--- src/rtl/pport_nibble_tx_pkg.sv ---
// pport_pkg: shared state encoding, handshake constants and the cp glitch-filter helper.
package pport_pkg;

    typedef enum logic [1:0] {
        ST_IDLE  = 2'd0,
        ST_SETUP = 2'd1,
        ST_READY = 2'd2,
        ST_ACKLO = 2'd3
    } state_t;

    localparam logic NIBBLE_HI_FIRST = 1'b1;
    localparam logic CP_IDLE_LEVEL   = 1'b1;

    function automatic logic maj3(input logic [2:0] s);
        return (s[0] & s[1]) | (s[0] & s[2]) | (s[1] & s[2]);
    endfunction

endpackage

--- src/rtl/pport_nibble_tx_if.sv ---
// pport_nibble_tx_if: byte-input handshake plus the nibble/acknowledge link to the bridge.
interface pport_nibble_tx_if;
    logic       in_valid;
    logic [7:0] in_data;
    logic       in_ready;
    logic       pport_cp;
    logic [3:0] remote_d;
    logic       remote_data_ready;

    modport master (
        output in_valid, in_data, pport_cp,
        input  in_ready, remote_d, remote_data_ready
    );

    modport slave (
        input  in_valid, in_data, pport_cp,
        output in_ready, remote_d, remote_data_ready
    );
endinterface

--- src/rtl/pport_nibble_tx_fifo.sv ---
// pport_byte_fifo: synchronous first-word-fall-through byte FIFO with level output.
module pport_byte_fifo #(
    parameter int DEPTH = 16,
    parameter int AW    = 4
) (
    input  logic          clk,
    input  logic          rst,
    input  logic          push,
    input  logic [7:0]    din,
    input  logic          pop,
    output logic [7:0]    dout,
    output logic [AW:0]   level,
    output logic          full,
    output logic          empty
);
    logic [7:0]    mem [DEPTH];
    logic [AW-1:0] wp, rp;
    logic          wr, rd;

    assign full  = level == (AW+1)'(DEPTH);
    assign empty = level == '0;
    // a simultaneous pop frees the slot being written, so a full FIFO can still take a push
    assign wr    = push && (!full || pop);
    assign rd    = pop && !empty;
    assign dout  = mem[rp];

    always_ff @(posedge clk or posedge rst) begin
        if (rst) begin
            wp    <= '0;
            rp    <= '0;
            level <= '0;
        end else begin
            if (wr) wp <= wp + AW'(1);
            if (rd) rp <= rp + AW'(1);
            level <= level + (AW+1)'(wr) - (AW+1)'(rd);
        end
    end

    always_ff @(posedge clk)
        if (wr) mem[wp] <= din;
endmodule

--- src/rtl/pport_nibble_tx.sv ---
// pport_nibble_tx: buffers bytes and sends them high nibble first, one nibble per pport_cp low pulse.
// Define PPORT_TIMEOUT_EN to abort a stalled handshake and raise the sticky timeout_err flag.
module pport_nibble_tx
    import pport_pkg::*;
#(
    parameter int          FIFO_DEPTH     = 16,
    parameter int          FIFO_AW        = 4,
    parameter int          SETUP_CYCLES   = 4,
    parameter logic [23:0] TIMEOUT_CYCLES = 24'd1000000
) (
    input  logic                 clk,
    input  logic                 cold_reset,
    pport_nibble_tx_if.slave     bus,
    output logic [FIFO_AW:0]     fifo_level,
    output logic                 busy,
    input  logic                 clr_err,
    output logic                 timeout_err
);
    localparam int SW = $clog2(SETUP_CYCLES + 1);

    state_t        state, state_n;
    logic [7:0]    hold, hold_n;
    logic          nib_sel, nib_n;
    logic [3:0]    d_n;
    logic          rdy_n;
    logic [SW-1:0] cnt, cnt_n;
    logic          load, pop, to;
    logic [7:0]    dout;
    logic          full, empty;
    logic          cp_s1, cp_s2, cp_f;
    logic [2:0]    cp_h;

    pport_byte_fifo #(.DEPTH(FIFO_DEPTH), .AW(FIFO_AW)) u_fifo (
        .clk   (clk),
        .rst   (cold_reset),
        .push  (bus.in_valid && bus.in_ready),
        .din   (bus.in_data),
        .pop   (pop),
        .dout  (dout),
        .level (fifo_level),
        .full  (full),
        .empty (empty)
    );

    assign bus.in_ready = !full;
    assign busy         = state != ST_IDLE;
    assign cp_f         = maj3(cp_h);

    // pport_cp is asynchronous: synchronise, then reject single-sample glitches
    always_ff @(posedge clk or posedge cold_reset) begin
        if (cold_reset) begin
            cp_s1 <= CP_IDLE_LEVEL;
            cp_s2 <= CP_IDLE_LEVEL;
            cp_h  <= {3{CP_IDLE_LEVEL}};
        end else begin
            cp_s1 <= bus.pport_cp;
            cp_s2 <= cp_s1;
            cp_h  <= {cp_h[1:0], cp_s2};
        end
    end

`ifdef PPORT_TIMEOUT_EN
    logic [23:0] tcnt;
    logic        waiting;

    assign waiting = state == ST_READY || state == ST_ACKLO;
    assign to      = waiting && tcnt == TIMEOUT_CYCLES - 24'd1;

    always_ff @(posedge clk or posedge cold_reset) begin
        if (cold_reset) begin
            tcnt        <= '0;
            timeout_err <= 1'b0;
        end else begin
            tcnt        <= (waiting && !to) ? tcnt + 24'd1 : '0;
            timeout_err <= clr_err ? 1'b0 : (timeout_err | to);
        end
    end
`else
    logic unused_cfg;

    assign to          = 1'b0;
    assign timeout_err = 1'b0;
    assign unused_cfg  = clr_err ^ (^TIMEOUT_CYCLES);
`endif

    always_comb begin
        state_n = state;
        hold_n  = hold;
        nib_n   = nib_sel;
        d_n     = bus.remote_d;
        rdy_n   = bus.remote_data_ready;
        cnt_n   = cnt;
        load    = 1'b0;
        pop     = 1'b0;
        if (to) begin
            state_n = ST_IDLE;
            rdy_n   = 1'b0;
        end else begin
            case (state)
                ST_IDLE:  load = !empty;
                ST_SETUP: begin
                    cnt_n = cnt + SW'(1);
                    if (cnt == SW'(SETUP_CYCLES)) begin
                        rdy_n   = 1'b1;
                        state_n = ST_READY;
                    end
                end
                ST_READY: state_n = cp_f ? ST_READY : ST_ACKLO;
                ST_ACKLO: if (cp_f) begin
                    rdy_n = 1'b0;
                    cnt_n = '0;
                    if (nib_sel) begin
                        d_n     = hold[3:0];
                        nib_n   = 1'b0;
                        state_n = ST_SETUP;
                    end else begin
                        load    = !empty;
                        state_n = ST_IDLE;
                    end
                end
                default: state_n = ST_IDLE;
            endcase
        end
        if (load) begin
            pop     = 1'b1;
            hold_n  = dout;
            nib_n   = NIBBLE_HI_FIRST;
            d_n     = dout[7:4];
            cnt_n   = '0;
            state_n = ST_SETUP;
        end
    end

    always_ff @(posedge clk or posedge cold_reset) begin
        if (cold_reset) begin
            state                 <= ST_IDLE;
            hold                  <= '0;
            nib_sel               <= 1'b0;
            cnt                   <= '0;
            bus.remote_d          <= '0;
            bus.remote_data_ready <= 1'b0;
        end else begin
            state                 <= state_n;
            hold                  <= hold_n;
            nib_sel               <= nib_n;
            cnt                   <= cnt_n;
            bus.remote_d          <= d_n;
            bus.remote_data_ready <= rdy_n;
        end
    end
endmodule

--- src/flat_wrapper.sv ---
// flat-port wrapper written by rule: the top's interface ports become plain ports
module pport_nibble_tx_flat import pport_pkg::*;
#(
    parameter int          FIFO_DEPTH     = 16,
    parameter int          FIFO_AW        = 4,
    parameter int          SETUP_CYCLES   = 4,
    parameter logic [23:0] TIMEOUT_CYCLES = 24'd1000000
)
  (clk, cold_reset, fifo_level, busy, clr_err, timeout_err, bus_in_valid, bus_in_data, bus_pport_cp, bus_in_ready, bus_remote_d, bus_remote_data_ready);
  pport_nibble_tx_if bus_i ();
  input  logic clk;
  input  logic cold_reset;
  output logic [FIFO_AW:0] fifo_level;
  output logic busy;
  input  logic clr_err;
  output logic timeout_err;
  input wire logic [$bits(bus_i.in_valid)-1:0] bus_in_valid;
  input wire logic [$bits(bus_i.in_data)-1:0] bus_in_data;
  input wire logic [$bits(bus_i.pport_cp)-1:0] bus_pport_cp;
  output wire logic [$bits(bus_i.in_ready)-1:0] bus_in_ready;
  output wire logic [$bits(bus_i.remote_d)-1:0] bus_remote_d;
  output wire logic [$bits(bus_i.remote_data_ready)-1:0] bus_remote_data_ready;
  assign bus_i.in_valid = bus_in_valid;
  assign bus_i.in_data = bus_in_data;
  assign bus_i.pport_cp = bus_pport_cp;
  assign bus_in_ready = bus_i.in_ready;
  assign bus_remote_d = bus_i.remote_d;
  assign bus_remote_data_ready = bus_i.remote_data_ready;
  pport_nibble_tx #(.FIFO_DEPTH(FIFO_DEPTH), .FIFO_AW(FIFO_AW), .SETUP_CYCLES(SETUP_CYCLES), .TIMEOUT_CYCLES(TIMEOUT_CYCLES)) u_core (.clk(clk), .cold_reset(cold_reset), .bus(bus_i), .fifo_level(fifo_level), .busy(busy), .clr_err(clr_err), .timeout_err(timeout_err));
endmodule
--- config.mk ---
export PLATFORM = sky130hd
export DESIGN_NAME = pport_nibble_tx_flat
export DESIGN_NICKNAME = d
export VERILOG_FILES = /design/src/rtl/pport_nibble_tx_pkg.sv /design/src/rtl/pport_nibble_tx_if.sv /design/src/rtl/pport_nibble_tx_fifo.sv /design/src/rtl/pport_nibble_tx.sv /design/src/flat_wrapper.sv
export SDC_FILE = /design/constraint.sdc
export NUM_CORES = 1
export LEC_CHECK = 0
export CAP_MARGIN = 20
export CORE_UTILIZATION = 55
export DETAILED_ROUTE_END_ITERATION = 12
export GPL_TIMING_DRIVEN = 1
export PLACE_DENSITY = 0.7
export SLEW_MARGIN = 5
export SYNTH_ARGS = -nofsm -noshare
export SYNTH_HDL_FRONTEND = slang
export SYNTH_SLANG_ARGS = --single-unit
export TNS_END_PERCENT = 5
--- constraint.sdc ---
create_clock -name clk -period 3.3 [get_ports clk]
set_clock_uncertainty 0.2 [all_clocks]
set_input_delay 0.99 -clock clk [delete_from_list [all_inputs] [get_ports clk]]
set_output_delay 0.99 -clock clk [all_outputs]
set_load 0.005 [all_outputs]
==> flow_summary_export.csv <==
group,metric,value,unit
sta,setup_viol,0,
routing,wl_met2,5505,um
sta,post-route-period-util,94.48,%
clocking,cts_sinks,161,
die,ioPinCount,26,
setup_path,cp.buffers_inverters,3,
layout,area_growth,14.69,%
routing,topRoutingLayerUsed,"met4",
place,hpwl,7553,um
setup_path,r2r_end,"u_core.u_fifo.level[4]",
layout,final_area,7737,um^2
global_route,grt_first_pass_wirelength,18330,um
setup_path,r2r_slack,0.18,ns
clocking,cts-root-buf,"clkbuf_16",
global_route,antenna_found_initial,0,
sta,fin_ws,0.1822,ns
die,initial_utilization,56.40,%
clocking,clkTransAtPathRegs,0.06,ns
global_route,grt_pass1_vias,3375,
synth,synth_edf_count,128,
min_path,hp-start,"u_core.cp_s2",
clocking,cts_buffers,17,
clocking,cts_tree,"done",
routing,drc,0,
global_route,grt_max_degree,35,
routing,dr_wl_met3,383,um
setup_path,cp.required,3.44,ns
setup_path,startpoint_type,"flip-flop",
clocking,post_cts_resized,0,
setup_path,crit_type,"flip-flop to flip-flop",
sta,grt_setup_unrepaired,"false",
die,die_h,112.8,um
sta,worstMarginPinSlew,1.110,ns
place,place_area,7216,um^2
synth,async_reset_ff_share,20.50,%
clocking,htree_levels,4,
clocking,ctsHoldBuffers,0,
routing,dr.first_iter.drc_count,295,
layout,antennaDiodeCount,0,
place,post-place-ws,-0.01194,ns
setup_path,worstPathArrival,3.26,ns
clocking,post_cts_buffers,0,
global_route,grt_overflow,0,
layout,nets,449,
setup_path,crit_slowest_cell,"or4b_4",
sta,fmax,320.7,MHz
setup_path,crit_family,"adder cells",
place,dpl.cell_count,545,
layout,drive_gt1_share,24.01,%
setup_path,cp_max_fo,12,
layout,fillers,823,
synth,yosysWarnings,0,
routing,wl_per_cell,19.90,um
synth,ys_seq_area_share,69.31,%
routing,viasPerCell,5.731,
die,die_area,12710,um^2
setup_path,crit_path_cell_trace,"inv_1 > ha_1 > or4b_4 > nor2b_4 > nand2_8 > inv_4 > ha_1 > inv_1 > ha_1 > fa_2 > a21oi_1 > nor2_1 > nor2_1 > xnor2_1",
clocking,cts_buffer_depth,2,
synth,synth_area,6746,um^2
layout,utilization,64.69,%
routing,first_pass_iters,6,
setup_path,cpMostUsedCell,"ha_1",
sta,fin_crit,3.118,ns
die,core,11960,um^2
sta,hold_viol,0,
job,max_cap_viol_count,0,
place,place_congestion,0.7872,
routing,wl_met1,5364,um
synth,synth_seq_cells,161,
setup_path,r2r_cells,14,
routing,via_count,3301,
global_route,track_usage,20.38,%
outcome,outcome,"finished, final reports clean",
sta,slew_headroom,26.00,%
pwr,p_per_area,868.2,nW/um^2
min_path,min_path_cells,0,
pwr,max-vdd-ir-drop,0.4015,mV
sta,slew_viol_final,0,
min_path,worstHoldEndpoint,"u_core.cp_h[0]",
setup_path,cp_slowest_stage_delay,0.48,ns
setup_path,r2r-start,"u_core.u_fifo.level[2]",
synth,synth_top_flop_cell,"edfxtp_1",
synth,avgSynthCellArea,18.23,um^2
routing,ant_nets,0,
setup_path,worstSetupEndpointType,"flip-flop",
synth,yosysUniqueCellTypes,50,
place,placement.io_buffers,23,
clocking,clock_latency,0.42,ns
die,die_x,112.8,um
routing,wl,11470,um
sta,tns,0,ns
die,rows,40,
pwr,p_leak,2.796,nW
layout,final_cells,576,
synth,syn_inst,370,
min_path,hp-class,"flip-flop to flip-flop",
synth,synth_nets,402,
==> per-stage QoR <==
| stage | power, mW | hold WS [ns] |
|---|---|---|
| after floorplan | 4.461 | 0.1452 |
| after global placement | 4.983 | 0.1518 |
| after detailed placement | 5.070 | 0.1491 |
| after CTS | 6.787 | 0.1586 |
| after global routing | 7.090 | 0.1657 |
| final | 6.718 | 0.1572 |
==> where the power goes <==
part | total (mW) | leakage, nW | internal, mW | switching, mW
Combinational | 2.18 | 1.00 | 1.14 | 1.04
Clock | 1.72 | 0.252 | 0.955 | 0.764
Sequential | 2.82 | 1.54 | 2.54 | 0.278
Total | 6.72 | 2.80 | 4.63 | 2.08
==> synthesized netlist by cell type (2+ instances only) <==
cell type	number	share of area [%]
edfxtp_1	128	57
mux4_2	31	10
dfrtp_1	28	10
mux2i_1	24	3.6
ha_1	18	3.3
nor2_1	18	1.0
inv_1	16	0.89
nand2_1	13	0.72
xnor2_1	7	0.91
a21oi_1	6	0.45
o21ai_0	6	0.45
buf_2	5	0.37
dfstp_2	5	1.9
mux2_2	5	0.83
nor3_1	5	0.37
buf_6	4	0.67
nand2b_1	4	0.37
nand3_1	4	0.30
clkbuf_1	3	0.17
mux2_4	3	0.67
xor2_1	3	0.39
a222oi_1	2	0.30
a22oi_1	2	0.22
buf_1	2	0.11
buf_4	2	0.22
o211ai_1	2	0.22
==> cell type report <==
cell class / instances / area [um^2] / area share [%]
tap: 147 / 183.9 / 2.377
timing repair buffer: 45 / 407.9 / 5.272
sequential: 161 / 4677 / 60.45
clock buffer: 18 / 429.2 / 5.547
inverter: 17 / 66.31 / 0.8571
multi-input combinational: 175 / 1883 / 24.34
clock inverter: 13 / 90.09 / 1.164
==> worst max path at each step <==
stage	from	end	slack (ns)	cells past startpoint
after floorplan	u_core.u_fifo.level[3]	u_core.u_fifo.level[4]	0.27	15
after global placement	bus_in_valid	u_core.u_fifo.level[4]	0.04	11
after detailed placement	bus_in_valid	u_core.u_fifo.level[4]	-0.01	11
after CTS	u_core.u_fifo.level[2]	u_core.u_fifo.level[4]	0.09	14
after global routing	u_core.u_fifo.level[3]	u_core.u_fifo.level[4]	0.03	14
final	u_core.u_fifo.level[2]	u_core.u_fifo.level[4]	0.18	14
==> sequential cells by signal, indices dropped and copies added, names as in the netlist <==
name                          flops
u_core.hold                       4
u_core.u_fifo.wp                  4
u_core.state                      2
u_core.nib_sel                    1
u_core.u_fifo.level               5
u_core.bus.remote_d               4
u_core.u_fifo.mem               128
u_core.cp_s2                      1
u_core.bus.remote_data_ready      1
u_core.u_fifo.rp                  4
u_core.cp_s1                      1
u_core.cp_h                       3
u_core.cnt                        3
==> cell families (layout without fill, tap and decap cells) <==
kind of cell / after synthesis / count (layout) / share of synthesized area [%]
flops: 161 / 161 / 69.31
mux: 65 / 65 / 15.97
simple gates: 55 / 55 / 4.414
buf+inv: 34 / 93 / 2.819
compound gates: 24 / 24 / 2.337
fa+ha+maj: 20 / 20 / 3.802
xor+xnor: 10 / 10 / 1.298
other cells: 1 / 1 / 0.05558
==> cell usage in the layout (no fill, tap or decap), types with 5 or more instances in the layout <==
cell type	count
ha_1	18
mux2_2	5
mux2i_1	24
mux4_2	31
o21ai_0	6
clkbuf_16	17
nor3_1	5
dfstp_2	5
nand2_1	13
buf_4	21
a21oi_1	6
nor2_1	18
xnor2_1	7
clkdlybuf4s50_1	23
inv_1	16
edfxtp_1	128
dfrtp_1	27
==> layer usage <==
layer | GRT usage, % | up-vias
met5 | 0 | -
met4 | 9.511 | 0
met3 | 4.874 | 18
met2 | 31.48 | 53
met1 | 27.77 | 1706
li1 | - | 1524
No activity file was read; power rests on OpenSTA's default activity.
